## src/rtl/sample0_dot_acc_if.sv

```systemverilog
// ---------------------------------------------------------------------------
// sample0_dot_acc_if
// Handshake and data bundle between the sample0 multiplier, the dot-product
// accumulator and the downstream activation stage.
//
// Signals:
//   ce         shared clock enable (multiplier + accumulator)
//   in_valid   operand pair presented to the multiplier
//   in_ready   accumulator accepts an operand pair
//   prod       signed multiplier product, DIN_WIDTH bits
//   out_valid  finished dot product available
//   out_ready  consumer accepts the result
//   out_data   signed dot-product result, ACC_WIDTH bits
//   sat_flag   result was saturated
//
// Modports: master = upstream/consumer side, slave = accumulator side.
// ---------------------------------------------------------------------------
interface sample0_dot_acc_if #(
    parameter int DIN_WIDTH = 13,
    parameter int ACC_WIDTH = 24
);
    logic                        ce;
    logic                        in_valid;
    logic                        in_ready;
    logic signed [DIN_WIDTH-1:0] prod;
    logic                        out_valid;
    logic                        out_ready;
    logic signed [ACC_WIDTH-1:0] out_data;
    logic                        sat_flag;

    modport master (
        output ce, in_valid, prod, out_ready,
        input  in_ready, out_valid, out_data, sat_flag
    );

    modport slave (
        input  ce, in_valid, prod, out_ready,
        output in_ready, out_valid, out_data, sat_flag
    );
endinterface

```

## src/rtl/sample0_dot_acc.sv

```systemverilog
// ---------------------------------------------------------------------------
// sample0_dot_acc
// Dot-product accumulator behind the sample0 pipelined multiplier. Tags each
// accepted operand pair, delays the tag by MUL_LATENCY enabled cycles so it
// lines up with the product, sums VEC_LEN products and holds the result on a
// valid/ready port until the consumer takes it.
//
// Ports:
//   clk    rising-edge clock
//   reset  synchronous, active-high reset
//   bus    sample0_dot_acc_if.slave (ce, in_valid/in_ready, prod,
//          out_valid/out_ready, out_data, sat_flag)
//
// Build option: define SAMPLE0_DOT_ACC_SAT_EN to saturate every add and
// report a sticky per-vector saturation bit on sat_flag. Without it the
// accumulator wraps modulo 2^ACC_WIDTH and sat_flag is tied low.
// ---------------------------------------------------------------------------
module sample0_dot_acc #(
    parameter int DIN_WIDTH   = 13,
    parameter int ACC_WIDTH   = 24,
    parameter int VEC_LEN     = 16,
    parameter int MUL_LATENCY = 2
) (
    input logic              clk,
    input logic              reset,
    sample0_dot_acc_if.slave bus
);
    localparam int CNT_W = $clog2(VEC_LEN);
    localparam logic [CNT_W-1:0] LAST = CNT_W'(VEC_LEN - 1);

    typedef enum logic [1:0] {ACCUM, DRAIN, HOLD} state_t;

    state_t                      state;
    logic [CNT_W-1:0]            issue_cnt;
    logic [CNT_W-1:0]            prod_cnt;
    logic [MUL_LATENCY-1:0]      vld_p;
    logic                        pv;
    logic                        accept;
    logic                        in_ready_r;
    logic                        out_valid_r;
    logic signed [ACC_WIDTH-1:0] acc;
    logic signed [ACC_WIDTH-1:0] prod_ext;
    logic signed [ACC_WIDTH-1:0] sum_p;
    logic signed [ACC_WIDTH-1:0] out_data_r;

`ifdef SAMPLE0_DOT_ACC_SAT_EN
    logic signed [ACC_WIDTH:0]   wide_sum;
    logic                        sum_ovf;
    logic                        sat_sticky;
    logic                        sat_flag_r;

    // One guard bit is enough to see overflow of a two-operand add.
    function automatic logic signed [ACC_WIDTH:0] wide_add(
        input logic signed [ACC_WIDTH-1:0] a,
        input logic signed [ACC_WIDTH-1:0] b
    );
        return (ACC_WIDTH+1)'(a) + (ACC_WIDTH+1)'(b);
    endfunction

    function automatic logic signed [ACC_WIDTH-1:0] sat_clip(
        input logic signed [ACC_WIDTH:0] s
    );
        if (s[ACC_WIDTH] != s[ACC_WIDTH-1])
            return s[ACC_WIDTH] ? {1'b1, {(ACC_WIDTH-1){1'b0}}}
                                : {1'b0, {(ACC_WIDTH-1){1'b1}}};
        return s[ACC_WIDTH-1:0];
    endfunction
`endif

    assign accept   = bus.ce && bus.in_valid && in_ready_r;
    assign pv       = vld_p[MUL_LATENCY-1];
    assign prod_ext = ACC_WIDTH'(bus.prod);

`ifdef SAMPLE0_DOT_ACC_SAT_EN
    always_comb begin
        wide_sum = wide_add(acc, prod_ext);
        sum_ovf  = wide_sum[ACC_WIDTH] != wide_sum[ACC_WIDTH-1];
        sum_p    = sat_clip(wide_sum);
    end
`else
    always_comb begin
        sum_p = acc + prod_ext;
    end
`endif

    always_ff @(posedge clk) begin
        if (reset) begin
            state       <= ACCUM;
            issue_cnt   <= '0;
            prod_cnt    <= '0;
            vld_p       <= '0;
            in_ready_r  <= 1'b1;
            out_valid_r <= 1'b0;
            acc         <= '0;
            out_data_r  <= '0;
`ifdef SAMPLE0_DOT_ACC_SAT_EN
            sat_sticky  <= 1'b0;
            sat_flag_r  <= 1'b0;
`endif
        end else if (bus.ce) begin
            // Tag delay line: the last stage marks prod as valid this cycle.
            vld_p[0] <= accept;
            for (int i = 1; i < MUL_LATENCY; i++)
                vld_p[i] <= vld_p[i-1];

            case (state)
                ACCUM: begin
                    if (accept) begin
                        if (issue_cnt == LAST) begin
                            issue_cnt  <= '0;
                            in_ready_r <= 1'b0;
                            state      <= DRAIN;
                        end else begin
                            issue_cnt <= issue_cnt + 1'b1;
                        end
                    end
                end
                DRAIN: begin
                end
                HOLD: begin
                    if (bus.out_ready) begin
                        out_valid_r <= 1'b0;
                        in_ready_r  <= 1'b1;
                        state       <= ACCUM;
                    end
                end
                default: state <= ACCUM;
            endcase

            // The final product can only arrive in DRAIN, so the HOLD
            // assignments below never collide with the handshake above.
            if (pv) begin
                if (prod_cnt == LAST) begin
                    out_data_r  <= sum_p;
                    out_valid_r <= 1'b1;
                    state       <= HOLD;
                    acc         <= '0;
                    prod_cnt    <= '0;
`ifdef SAMPLE0_DOT_ACC_SAT_EN
                    sat_flag_r  <= sat_sticky | sum_ovf;
                    sat_sticky  <= 1'b0;
`endif
                end else if (prod_cnt == '0) begin
                    acc      <= prod_ext;
                    prod_cnt <= prod_cnt + 1'b1;
                end else begin
                    acc      <= sum_p;
                    prod_cnt <= prod_cnt + 1'b1;
`ifdef SAMPLE0_DOT_ACC_SAT_EN
                    sat_sticky <= sat_sticky | sum_ovf;
`endif
                end
            end
        end
    end

    assign bus.in_ready  = in_ready_r;
    assign bus.out_valid = out_valid_r;
    assign bus.out_data  = out_data_r;
`ifdef SAMPLE0_DOT_ACC_SAT_EN
    assign bus.sat_flag  = sat_flag_r;
`else
    assign bus.sat_flag  = 1'b0;
`endif

endmodule
```

## src/flat_wrapper.sv

```systemverilog
// flat-port wrapper written by rule: the top's interface ports become plain ports
module sample0_dot_acc_flat 
#(
    parameter int DIN_WIDTH   = 13,
    parameter int ACC_WIDTH   = 24,
    parameter int VEC_LEN     = 16,
    parameter int MUL_LATENCY = 2
)
  (clk, reset, bus_ce, bus_in_valid, bus_prod, bus_out_ready, bus_in_ready, bus_out_valid, bus_out_data, bus_sat_flag);
  sample0_dot_acc_if #(.DIN_WIDTH(DIN_WIDTH), .ACC_WIDTH(ACC_WIDTH)) bus_i ();
  input logic clk;
  input logic reset;
  input wire logic [$bits(bus_i.ce)-1:0] bus_ce;
  input wire logic [$bits(bus_i.in_valid)-1:0] bus_in_valid;
  input wire logic [$bits(bus_i.prod)-1:0] bus_prod;
  input wire logic [$bits(bus_i.out_ready)-1:0] bus_out_ready;
  output wire logic [$bits(bus_i.in_ready)-1:0] bus_in_ready;
  output wire logic [$bits(bus_i.out_valid)-1:0] bus_out_valid;
  output wire logic [$bits(bus_i.out_data)-1:0] bus_out_data;
  output wire logic [$bits(bus_i.sat_flag)-1:0] bus_sat_flag;
  assign bus_i.ce = bus_ce;
  assign bus_i.in_valid = bus_in_valid;
  assign bus_i.prod = bus_prod;
  assign bus_i.out_ready = bus_out_ready;
  assign bus_in_ready = bus_i.in_ready;
  assign bus_out_valid = bus_i.out_valid;
  assign bus_out_data = bus_i.out_data;
  assign bus_sat_flag = bus_i.sat_flag;
  sample0_dot_acc #(.DIN_WIDTH(DIN_WIDTH), .ACC_WIDTH(ACC_WIDTH), .VEC_LEN(VEC_LEN), .MUL_LATENCY(MUL_LATENCY)) u_core (.clk(clk), .reset(reset), .bus(bus_i));
endmodule
```

## config.mk

```make
export PLATFORM = sky130hd
export DESIGN_NAME = sample0_dot_acc_flat
export DESIGN_NICKNAME = d
export VERILOG_FILES = /design/src/rtl/sample0_dot_acc_if.sv /design/src/rtl/sample0_dot_acc.sv /design/src/flat_wrapper.sv
export SDC_FILE = /design/constraint.sdc
export NUM_CORES = 1
export LEC_CHECK = 0
export ABC_CLOCK_PERIOD_IN_PS = 7400
export CAP_MARGIN = 20
export CORE_AREA = 3 3 86 88
export DETAILED_ROUTE_END_ITERATION = 10
export DIE_AREA = 0 0 89 91
export HOLD_SLACK_MARGIN = 0.06
export PLACE_DENSITY = 0.84
export SETUP_SLACK_MARGIN = 0.1
export SLEW_MARGIN = 20
export SYNTH_ARGS = -nofsm -noshare
export SYNTH_HDL_FRONTEND = slang
export SYNTH_SLANG_ARGS = --single-unit
```

## constraint.sdc

```tcl
create_clock -name clk -period 7.4 [get_ports clk]
set_input_delay 1.48 -clock clk [delete_from_list [all_inputs] [get_ports clk]]
set_output_delay 1.48 -clock clk [all_outputs]
set_load 0.02 [all_outputs]
```

==> summary.txt, run 1 <==
Timing
  • Number of setup violations in the final report: 0
  • Sum Neg Setup Slack: 0 ns
  • Clock Skews: between 0.009 and 0.01 ns
  • Setup repair after global routing missed its margin: no
  • Final Hold Viols: 0
  • Portion of the clock cycle consumed by the worst path in the final layout: 0.591
  • Final worst path period need: 4.37 ns
  • Worst hold-check slack: around 0.45 ns
  • Worst rel slew slack: 0.474
  • Transition time at the pin with the least slew margin: between 0.7 and 0.8 ns
  • Highest clock frequency the design can meet: roughly 0.23 GHz
  • Slew Viols, Final: 0

Power and ir drop
  • Internal power: between 500 and 600 uW
  • Sequential share of power: 0.451
  • Proportion of power drawn by combinational gates: 0.109
  • Total net switching power: just under 200 uW
  • Clock group share of total power: 0.440
  • Share of total power consumed by net switching: 0.257
  • Static Leakage: roughly 0.0018 uW
  • PwrDens: about 160 nW/um^2
  • Worst vdd rail ir drop: 0.153 mV
  • Total design power: between 700 and 800 uW

Setup path
  • Worst R2R Setup Slack: ~4.6 ns
  • Reg2reg path depth: 9
  • Required arrival time at the worst endpoint: approximately 7.6 ns
  • CP cell instances: clkdlybuf4s50_1 -> ha_1 -> and4_1 -> nor3b_1 -> o21ai_1 -> a31oi_1 -> o21ai_0 -> a31o_2
  • Cell type group with the largest total delay on the critical path: compound AO/OA/AOI/OAI gates
  • Arrival @ worst endpoint: ~4.6 ns
  • Critical path launch point type: input pin
  • Slowest-stage cell, CP: clkdlybuf4s50_1
  • R2r startpoint: u_core.acc[0]
  • Crit Path Class: input pin to flop
  • Reg-to-reg critical path endpoint: u_core.bus.out_data[14]
  • Kind of end point of the critical path: flop
  • Maximum fanout encountered on the critical timing path: 13
  • Largest stage delay, worst path: approximately 0.76 ns
  • Number of buffers and inverters on the critical path: 1

Cells and area
  • P&R area growth vs syn: 15.2%
  • Layout cells sized above 1: 0.0669
  • Number of antenna repair diodes: 0
  • Area of all placed cells without fillers: 4720 um^2
  • Number of nets in the finished design: about 600
  • Number of standard cells in the layout, taps in and fillers out: between 600 and 700

Drt
  • Number of remaining DRC errors: 0
  • First drt pass iteration count: 5
  • Average routed wire per standard cell: ~18 um
  • Number of vias per cell: roughly 6.7
  • Drt total wl: roughly 11,000 um
  • Final ANT Viol Nets: 0
  • Count of routing violations after the opening detailed-route iteration: 391
  • Number of vias in the routed layout: approximately 4,300

Floorplanning
  • Initial core utilization: 0.610
  • Vert. Die Dim: just over 90 um
  • Overall die width: ~89 um
  • Total Die Area: slightly above 8000 um^2
  • Number of standard-cell rows in the floorplan: 30
  • Placeable core region: approximately 6700 um^2
  • Ports: 45

Logic synthesis
  • Most repeated cell in the gate-level netlist after synthesis: a21oi_1
  • Cell area after synthesis: 4100 um^2
  • Portion of the post-synthesis area used by sequential elements: 0.303
  • Area share of the largest cell type after synthesis: 0.303
  • Adder-cell area share of the yosys netlist: 0.0842
  • Area contributors post-synth: dfxtp_1 (30%), ha_1 (7.9%), a21oi_1 (7.7%)
  • Mux cell area share after synthesis: 0.0104
  • Post-Synthesis Net Count: ~570
  • Synth async-reset ratio: 0
  • Combinational family with the most area after synthesis: compound AO/OA/AOI/OAI gates
  • Count of mapped cells out of synthesis: about 520
  • Warnings, synthesis: 0
  • Main synth FF type: dfxtp_1
  • Number of flops mapped to enable cells by yosys: 0
  • Synth Area in XOR/XNOR: 0.0149
  • Number of distinct library cells after synthesis: 64
  • Compound-gate portion of the synthesized area: 0.293
  • Number of storage elements in the synthesis netlist: 62
  • Biggest area consumer among synthesized cells: dfxtp_1
  • Basic-gate share of the synthesized area counting and, or, nand and nor cells: 0.250
  • Avg Synthesized Cell Area: between 7 and 8 um^2
  • Post-synth top cells: a21oi_1 (63), dfxtp_1 (62), nand2_1 (54)

CTS
  • Number of buffers added by the clock tree synthesis step: 9
  • Post-CTS Setup Bufs: 0
  • Root buffer cell: clkbuf_8
  • Longest Clk Path Bufs: 2
  • CTS tree: done
  • Post-cts sizing count: 0
  • CTS H-Tree Depth: 3
  • Number of sinks handled by clock tree synthesis: 62
  • CTS Hold Bufs: 0
  • Clock latency on the worst-skew pair: 0.35 ns
  • Clock input transition at the sequential cells of the worst setup and hold paths: roughly 0.07 ns

Hold path
  • Min-delay worst type: flop to flop
  • Launch instance of the worst min-delay path: u_core.bus.out_data[3]
  • Cell count of the worst hold path: 2
  • Worst Hold End: u_core.bus.out_data[3]

Placed design
  • Instance area at placement: around 4500 um^2
  • Placed wire-length estimate after detailed placement: 7540 um
  • Post-placement cell count: approximately 620
  • Weighted congestion at the end of routability-driven global placement: 1.00
  • Port bufs: 43

GRT
  • Pin count of the biggest net entering global routing: between 80 and 90
  • Antenna violations before repair: 0
  • Tot GR Track Use: 0.287
  • Global-route wire length before repair: 18,600 um
  • Total congestion overflow after global routing: 0
  • Vias in the first global route: ~4,000

Run status
  • Run status: completed

Run
  • Max-cap violations: 0
[logic make-up (layout without fill, tap and decap cells)]
| logic type | after synthesis | after routing |
|---|---|---|
| and+or+nand+nor | 201 | 201 |
| AOI/OAI and AO/OA | 181 | 181 |
| DFF | 62 | 62 |
| buffers and inverters | 41 | 70 |
| adders and majority gates | 27 | 27 |
| xor gates and xnor gates | 7 | 7 |
| muxes | 4 | 4 |
| other | 1 | 1 |
[flip-flops by register name, summed over array words and instances (netlist names)]
| name | flops |
|---|---|
| u_core.state | 2 |
| u_core.prod_cnt | 4 |
| u_core.acc | 24 |
| u_core.bus.out_valid | 1 |
| u_core.issue_cnt | 4 |
| u_core.bus.out_data | 24 |
| u_core.vld_p | 2 |
| u_core.bus.in_ready | 1 |
[cells in the final DEF, fill, tap and decap left out, types with 3 or more instances in the layout]
cell type,Yosys,routed
nand3_1,28,28
or3_1,10,10
a31o_2,4,4
clkbuf_8,0,9
nor2b_1,7,7
a22oi_1,5,5
and4_1,3,3
a2111o_1,5,5
buf_4,2,4
a31oi_1,11,11
a2111oi_0,4,4
nand2b_1,5,5
o21a_1,5,5
clkdlybuf4s50_1,0,42
nor3b_1,4,4
nand3b_1,8,8
a21o_1,14,14
and2_1,3,3
inv_1,7,7
nor3_1,10,10
o21ai_0,25,25
dfxtp_1,62,62
a21oi_1,63,63
nand2_1,54,54
ha_1,26,26
xor2_1,3,3
xnor2_1,4,4
or4_1,5,5
and3_1,4,4
o31ai_1,9,9
o22ai_1,3,3
nor2_1,37,37
nand4_1,13,13
or2_2,4,4
o211ai_1,4,4
[area by class of cell]
type	count	area, um^2
fill	549	1990
multi-input combinational	421	2690
clock buffer	10	128
inverter	7	26.3
sequential	62	1240
tap	80	100
timing repair buffer	47	455
clock inverter	6	86.3
[worst min-delay path, cell delays in order (launching register included)]
cell     delay (ns)
dfxtp_1        0.31
nand2_1        0.05
a21oi_1        0.05
[worst max-delay path by stage]
stage	slack [ns]	to	cells after the start	from
2_1_floorplan	3.89	u_core.acc[16]	9	bus_prod[0]
3_3_place_gp	2.99	u_core.acc[19]	8	bus_prod[12]
3_5_place_dp	2.84	u_core.acc[19]	8	bus_prod[12]
4_1_cts	3.18	u_core.acc[19]	8	bus_prod[12]
5_1_grt	2.88	u_core.acc[19]	8	bus_prod[12]
6_report	3.03	u_core.acc[19]	8	bus_prod[12]
[stage by stage]
| step | utilization | setup WS (ns) |
|---|---|---|
| after floorplan | - | 3.89 |
| after global placement | 0.670 | 2.99 |
| after detailed placement | 0.670 | 2.84 |
| after CTS | 0.702 | 3.18 |
| after global routing | 0.703 | 2.88 |
| final | 0.703 | 3.03 |
[routing by layer]
metal,global-route usage,vias to the layer above,share of wire
met3,0.0526,34,0.081
li1,-,2022,-
met2,0.463,223,0.48
met1,0.364,1979,0.41
met4,0.135,0,0.027
met5,0,-,0
[power groups by stage]
stage	registers, uW	logic [uW]	clock network [uW]
after floorplan	345	57.1	0
after global placement	346	76.7	0
after detailed placement	346	79.4	0
after CTS	338	80.1	334
after global routing	339	89.9	349
final	338	81.8	330
Power figures use the tool's default switching activity.
==> run 2: changes to the inputs <==
--- a/config.mk
+++ b/config.mk
@@ -5,13 +5,13 @@
 export SDC_FILE = /design/constraint.sdc
 export NUM_CORES = 1
 export LEC_CHECK = 0
-export ABC_CLOCK_PERIOD_IN_PS = 7400
+export ABC_CLOCK_PERIOD_IN_PS = 4250
 export CAP_MARGIN = 20
-export CORE_AREA = 3 3 86 88
+export CORE_AREA = 3 3 89 91
 export DETAILED_ROUTE_END_ITERATION = 10
-export DIE_AREA = 0 0 89 91
+export DIE_AREA = 0 0 92 94
 export HOLD_SLACK_MARGIN = 0.06
-export PLACE_DENSITY = 0.84
+export PLACE_DENSITY = 0.79
 export SETUP_SLACK_MARGIN = 0.1
 export SLEW_MARGIN = 20
 export SYNTH_ARGS = -nofsm -noshare
==> constraint.sdc (replaced) <==
create_clock -name clk -period 4.25 [get_ports clk]
set_input_delay 0.85 -clock clk [delete_from_list [all_inputs] [get_ports clk]]
set_output_delay 0.85 -clock clk [all_outputs]
set_load 0.02 [all_outputs]
==> summary.txt, run 2 (same netlist as run 1, synthesis figures left out) <==
Run status
  • Run status: completed

CTS
  • Post-cts sizing count: 0 (unchanged)
  • Number of buffers added by the clock tree synthesis step: 9 (unchanged)
  • CTS tree: done
  • CTS H-Tree Depth: 3 (unchanged)
  • Number of sinks handled by clock tree synthesis: 62 (unchanged)
  • CTS Hold Bufs: 0 (unchanged)
  • Root buffer cell: clkbuf_8
  • Post-CTS Setup Bufs: 0 (unchanged)
  • Clock latency on the worst-skew pair: 0.35 ns (about the same)
  • Clock input transition at the sequential cells of the worst setup and hold paths: 0.08 ns (about the same)
  • Longest Clk Path Bufs: 2 (unchanged)

Cells and area
  • Number of nets in the finished design: 601 (+1.3%)
  • Number of antenna repair diodes: 0 (unchanged)
  • Most used cells in the layout excluding fill and tap cells: a21oi_1 (63), dfxtp_1 (62), nand2_1 (54)
  • Layout cells sized above 1: 0.0820 (+0.0151)
  • Fillcell total: 647 (+18%)
  • P&R area growth vs syn: 17.4%
  • Commonest non-fill, non-tap cell in the layout: a21oi_1

GRT
  • Tot GR Track Use: 0.278 (-0.00918)
  • Pin count of the biggest net entering global routing: 56 (-33%)
  • Antenna violations before repair: 0 (unchanged)
  • Vias in the first global route: 3,943 (-0.78%)
  • Global-route wire length before repair: 19,300 um (+3.7%)
  • Total congestion overflow after global routing: 0 (unchanged)

Drt
  • Number of vias in the routed layout: 4,204 (-1.3%)
  • Number of remaining DRC errors: 0 (unchanged)
  • Drt total wl: 11,700 um (+4.5%)
  • Number of vias per cell: 6.37 (-5.3%)
  • Count of routing violations after the opening detailed-route iteration: 215 (-45%)
  • Final ANT Viol Nets: 0 (unchanged)
  • First drt pass iteration count: 5 (unchanged)
  • Average routed wire per standard cell: 17.7 um (+0.25%)

Power and ir drop
  • Static Leakage: 0.00182 uW (+2.5%)
  • PwrDens: 280 nW/um^2 (+76%)
  • Worst vdd rail ir drop: 0.273 mV (+79%)

Floorplanning
  • Number of standard-cell rows in the floorplan: 31 (+3.3%)
  • Vert. Die Dim: 94 um (+3.3%)
  • Placeable core region: 7210 um^2 (+7.4%)
  • Overall die width: 92 um (+3.4%)
  • Initial core utilization: 0.569 (-0.0419)
  • Total Die Area: 8650 um^2 (+6.8%)
  • Ports: 45 (unchanged)

Timing
  • Transition time at the pin with the least slew margin: 0.933 ns (+0.143 ns)
  • Number of setup violations in the final report: 0 (unchanged)
  • Final worst path period need: approximately 3.5 ns
  • Sum Neg Setup Slack: 0 ns (unchanged)
  • Slew Viols, Final: 0 (unchanged)
  • Worst rel slew slack: 0.378 (-0.0956)
  • Clock Skews: 0.0152 ns (+0.00533 ns)
  • Portion of the clock cycle consumed by the worst path in the final layout: 0.822
  • Final Hold Viols: 0 (unchanged)
  • Worst hold-check slack: 0.453 ns (-0.000874 ns)
  • Setup repair after global routing missed its margin: no
  • Highest clock frequency the design can meet: 0.286 GHz

Setup path
  • Critical path launch point type: input pin
  • Crit Path Class: input pin to flop
  • Required arrival time at the worst endpoint: 4.50 ns (-3.14 ns)
  • Kind of end point of the critical path: flop
  • Maximum fanout encountered on the critical timing path: 12 (-1)
  • Arrival @ worst endpoint: 3.75 ns (-0.86 ns)

Placed design
  • Placed wire-length estimate after detailed placement: 8260 um (+9.6%)
  • Weighted congestion at the end of routability-driven global placement: 0.946 (-5.6%)
  • Port bufs: 43 (unchanged)

Run
  • Max-cap violations: 0 (unchanged)

Hold path
  • Min-delay worst type: flop to flop
[run 2: path summary, 6_finish.rpt]
kind / start / cells after the start / slack, ns / endpoint
max reg2reg: u_core.acc[13] / 7 / 1.66 / u_core.acc[19]
max: bus_prod[12] / 8 / 0.76 / u_core.acc[19]
min: u_core.bus.out_data[0] / 2 / 0.45 / u_core.bus.out_data[0]
min reg2reg: u_core.bus.out_data[0] / 2 / 0.45 / u_core.bus.out_data[0]
[run 2: metal layers]
metal	global-route usage	routed length [um]	vias up
met5	0	0	-
met4	0.109	242	0
met3	0.0465	798	21
li1	-	-	2051
met2	0.450	5480	163
met1	0.370	5130	1969
[run 2: through the flow]
stage | util | setup WS [ns] | cell area (um^2) | total power [uW] | instances
6_report | 0.668 | 0.756 | 4820 | 1350 | 660
5_1_grt | 0.668 | 0.571 | 4820 | 1390 | 660
4_1_cts | 0.668 | 0.860 | 4820 | 1350 | 660
3_5_place_dp | 0.636 | 0.533 | 4590 | 744 | 644
3_3_place_gp | 0.636 | 0.576 | 4590 | 743 | 644
2_1_floorplan | - | 1.37 | 4100 | 701 | 524
[run 2: area by class of cell]
type,instances,area [um^2],area share
repair buffers,55,515,0.107
flip-flops and latches,62,1240,0.258
clock buffers,9,124,0.0257
multi-input cells,421,2680,0.557
inverters,7,26.3,0.00546
clock inverters,7,104,0.0216
well taps,99,124,0.0257
[run 2: power by group]
| group | switching [uW] | internal (uW) | total [uW] |
|---|---|---|---|
| Combinational | 89.0 | 56.1 | 145 |
| Clock | 274 | 338 | 612 |
| Sequential | 3.73 | 585 | 589 |
[run 2: worst max-delay path, cell delays in order]
cell and delay, ns:
clkdlybuf4s50_1 0.61, ha_1 0.62, and4_1 0.32, nor3b_1 0.19, o21ai_1 0.12, a31oi_1 0.52
o21ai_0 0.24, a31o_2 0.27
==> run 3: changes to the inputs <==
--- a/config.mk
+++ b/config.mk
@@ -5,7 +5,7 @@
 export SDC_FILE = /design/constraint.sdc
 export NUM_CORES = 1
 export LEC_CHECK = 0
-export ABC_CLOCK_PERIOD_IN_PS = 4250
+export ABC_CLOCK_PERIOD_IN_PS = 3600
 export CAP_MARGIN = 20
 export CORE_AREA = 3 3 89 91
 export DETAILED_ROUTE_END_ITERATION = 10
==> constraint.sdc (replaced) <==
create_clock -name clk -period 3.6 [get_ports clk]
set_input_delay 0.72 -clock clk [delete_from_list [all_inputs] [get_ports clk]]
set_output_delay 0.72 -clock clk [all_outputs]
set_load 0.02 [all_outputs]
==> summary.txt, run 3 (same netlist as run 1, synthesis figures left out) <==
GRT
  • Global-route layer with the greatest usage: met2
  • Global-route wire length before repair: 19,100 um (-1.0%)
  • Global routing met1 resource utilization: 0.344 (-0.0260)
  • Tot GR Track Use: 0.275 (-0.00345)
  • GR Util met2: 0.465 (+0.0146)
  • Antenna violations before repair: 0 (unchanged)
  • Vias in the first global route: 4,120 (+4.5%)
  • Total congestion overflow after global routing: 0 (unchanged)
  • Pin count of the biggest net entering global routing: 53 (-5.4%)
  • Met3 track demand over resource in global routing: 0.0609 (+0.0144)

Drt
  • Count of routing violations after the opening detailed-route iteration: 348 (+62%)
  • Number of vias in the routed layout: 4,253 (+1.2%)
  • Final ANT Viol Nets: 0 (unchanged)
  • Average routed wire per standard cell: 17.2 um (-2.4%)
  • Drt total wl: 11,700 um (+0.43%)
  • Number of remaining DRC errors: 0 (unchanged)
  • Number of vias per cell: 6.26 (-1.7%)
  • First drt pass iteration count: 5 (unchanged)

Floorplanning
  • Number of standard-cell rows in the floorplan: 31 (unchanged)
  • Initial core utilization: 0.569 (unchanged)
  • Vert. Die Dim: 94 um (unchanged)
  • Placeable core region: 7210 um^2 (unchanged)
  • Ports: 45 (unchanged)
  • Overall die width: 92 um (unchanged)
  • Total Die Area: 8650 um^2 (unchanged)

Cells and area
  • Commonest non-fill, non-tap cell in the layout: a21oi_1
  • Number of antenna repair diodes: 0 (unchanged)
  • Most used cells in the layout excluding fill and tap cells: a21oi_1 (63), dfxtp_1 (62), nand2_1 (54)
  • Layout cells sized above 1: 0.110 (+0.0283)
  • Final cell utilization of the core: 0.681 (+0.0130)
  • P&R area growth vs syn: 19.7%
  • Fillcell total: 631 (-2.5%)
  • Number of nets in the finished design: 620 (+3.2%)

Placed design
  • Placed wire-length estimate after detailed placement: 8350 um (+1.0%)
  • Port bufs: 43 (unchanged)
  • Weighted congestion at the end of routability-driven global placement: 0.939 (-0.69%)

CTS
  • Clock latency on the worst-skew pair: 0.34 ns (about the same)
  • Number of sinks handled by clock tree synthesis: 62 (unchanged)
  • Root buffer cell: clkbuf_8
  • Post-CTS Setup Bufs: 0 (unchanged)
  • CTS Hold Bufs: 0 (unchanged)
  • Number of buffers added by the clock tree synthesis step: 9 (unchanged)
  • Clock input transition at the sequential cells of the worst setup and hold paths: 0.07 ns (about the same)
  • Longest Clk Path Bufs: 2 (unchanged)
  • CTS H-Tree Depth: 3 (unchanged)
  • CTS tree: done
  • Post-cts sizing count: 0 (unchanged)

Setup path
  • Arrival @ worst endpoint: 3.36 ns (-0.39 ns)
  • Crit path from: bus_prod[0]
  • Kind of end point of the critical path: flop
  • Crit Path Class: input pin to flop
  • Maximum fanout encountered on the critical timing path: 5 (-7)
  • R2r startpoint: u_core.acc[0]
  • Required arrival time at the worst endpoint: 3.87 ns (-0.63 ns)
  • Critical path launch point type: input pin

Power and ir drop
  • Static Leakage: 0.00188 uW (+3.3%)
  • Worst vdd rail ir drop: 0.254 mV (-6.8%)
  • PwrDens: 289 nW/um^2 (+3.2%)

Timing
  • Worst rel slew slack: 0.419 (+0.0412)
  • Setup repair after global routing missed its margin: no
  • Sum Neg Setup Slack: 0 ns (unchanged)
  • Slew Viols, Final: 0 (unchanged)
  • Final worst path period need: between 3 and 4 ns
  • Final Hold Viols: 0 (unchanged)
  • Clock Skews: 0.00655 ns (-0.00862 ns)
  • Transition time at the pin with the least slew margin: 0.871 ns (-0.0617 ns)
  • Number of setup violations in the final report: 0 (unchanged)
  • Portion of the clock cycle consumed by the worst path in the final layout: 0.858
  • Highest clock frequency the design can meet: roughly 0.32 GHz

Hold path
  • Min-delay worst type: flop to flop
  • Launch instance of the worst min-delay path: u_core.bus.out_data[0]

Run
  • Max-cap violations: 0 (unchanged)

Run status
  • Run status: completed
==> run 3: changes by cell type in the layout (fill, tap and decap cells not counted), moves of 2 or more <==
cell        delta
buf_4         +18
clkinv_2       +3
inv_6          -3
bufinv_16      -2
clkinvlp_4     +2
==> run 3: cell type report <==
type                    count  area [um^2]  share of cell area
flip-flops and latches     62         1240               0.253
inverters                   7         26.3             0.00535
repair buffers             74          671               0.137
clock inverters             6         38.8             0.00790
clock buffers              10          128              0.0260
multi-input cells         421         2680               0.546
well taps                  99          124              0.0252
==> run 3: metrics by stage <==
stage / total power (uW) / cells / setup WS (ns) / hold slack [ns] / cell area (um^2)
floorplan: 827 / 524 / 0.846 / 0.436 / 4100
global placement: 890 / 663 / 0.222 / 0.443 / 4740
detailed placement: 893 / 663 / 0.194 / 0.449 / 4740
CTS: 1430 / 679 / 0.550 / 0.462 / 4910
global route: 1470 / 679 / 0.381 / 0.482 / 4910
finish: 1420 / 679 / 0.511 / 0.458 / 4910
==> run 3: worst paths after layout <==
kind	endpoint	slack [ns]	depth (start not counted)
worst min register to register	u_core.bus.out_data[0]	0.46	2
worst max register to register	u_core.acc[22]	1.02	9
worst max-delay path	u_core.acc[22]	0.51	10
worst min-delay path	u_core.bus.out_data[0]	0.46	2
==> run 3: layer usage <==
metal | up-vias | wire length (um)
li1 | 2083 | -
met1 | 2002 | 5170
met2 | 150 | 5660
met3 | 18 | 647
met4 | 0 | 227
met5 | - | 0
==> run 3: power by group <==
group          total, uW  internal [uW]  switching (uW)
Sequential           695            691            4.22
Clock                535            247             288
Combinational        186           78.1             108
==> run 3: critical path, cell delays in order <==
cell             delay (ns)
clkdlybuf4s50_1        0.48
ha_1                   0.18
inv_1                  0.06
fa_1                   0.39
and2b_1                0.25
o2111ai_2              0.17
a21oi_1                0.30
o21ai_0                0.25
a2111o_1               0.46
o211ai_1               0.08
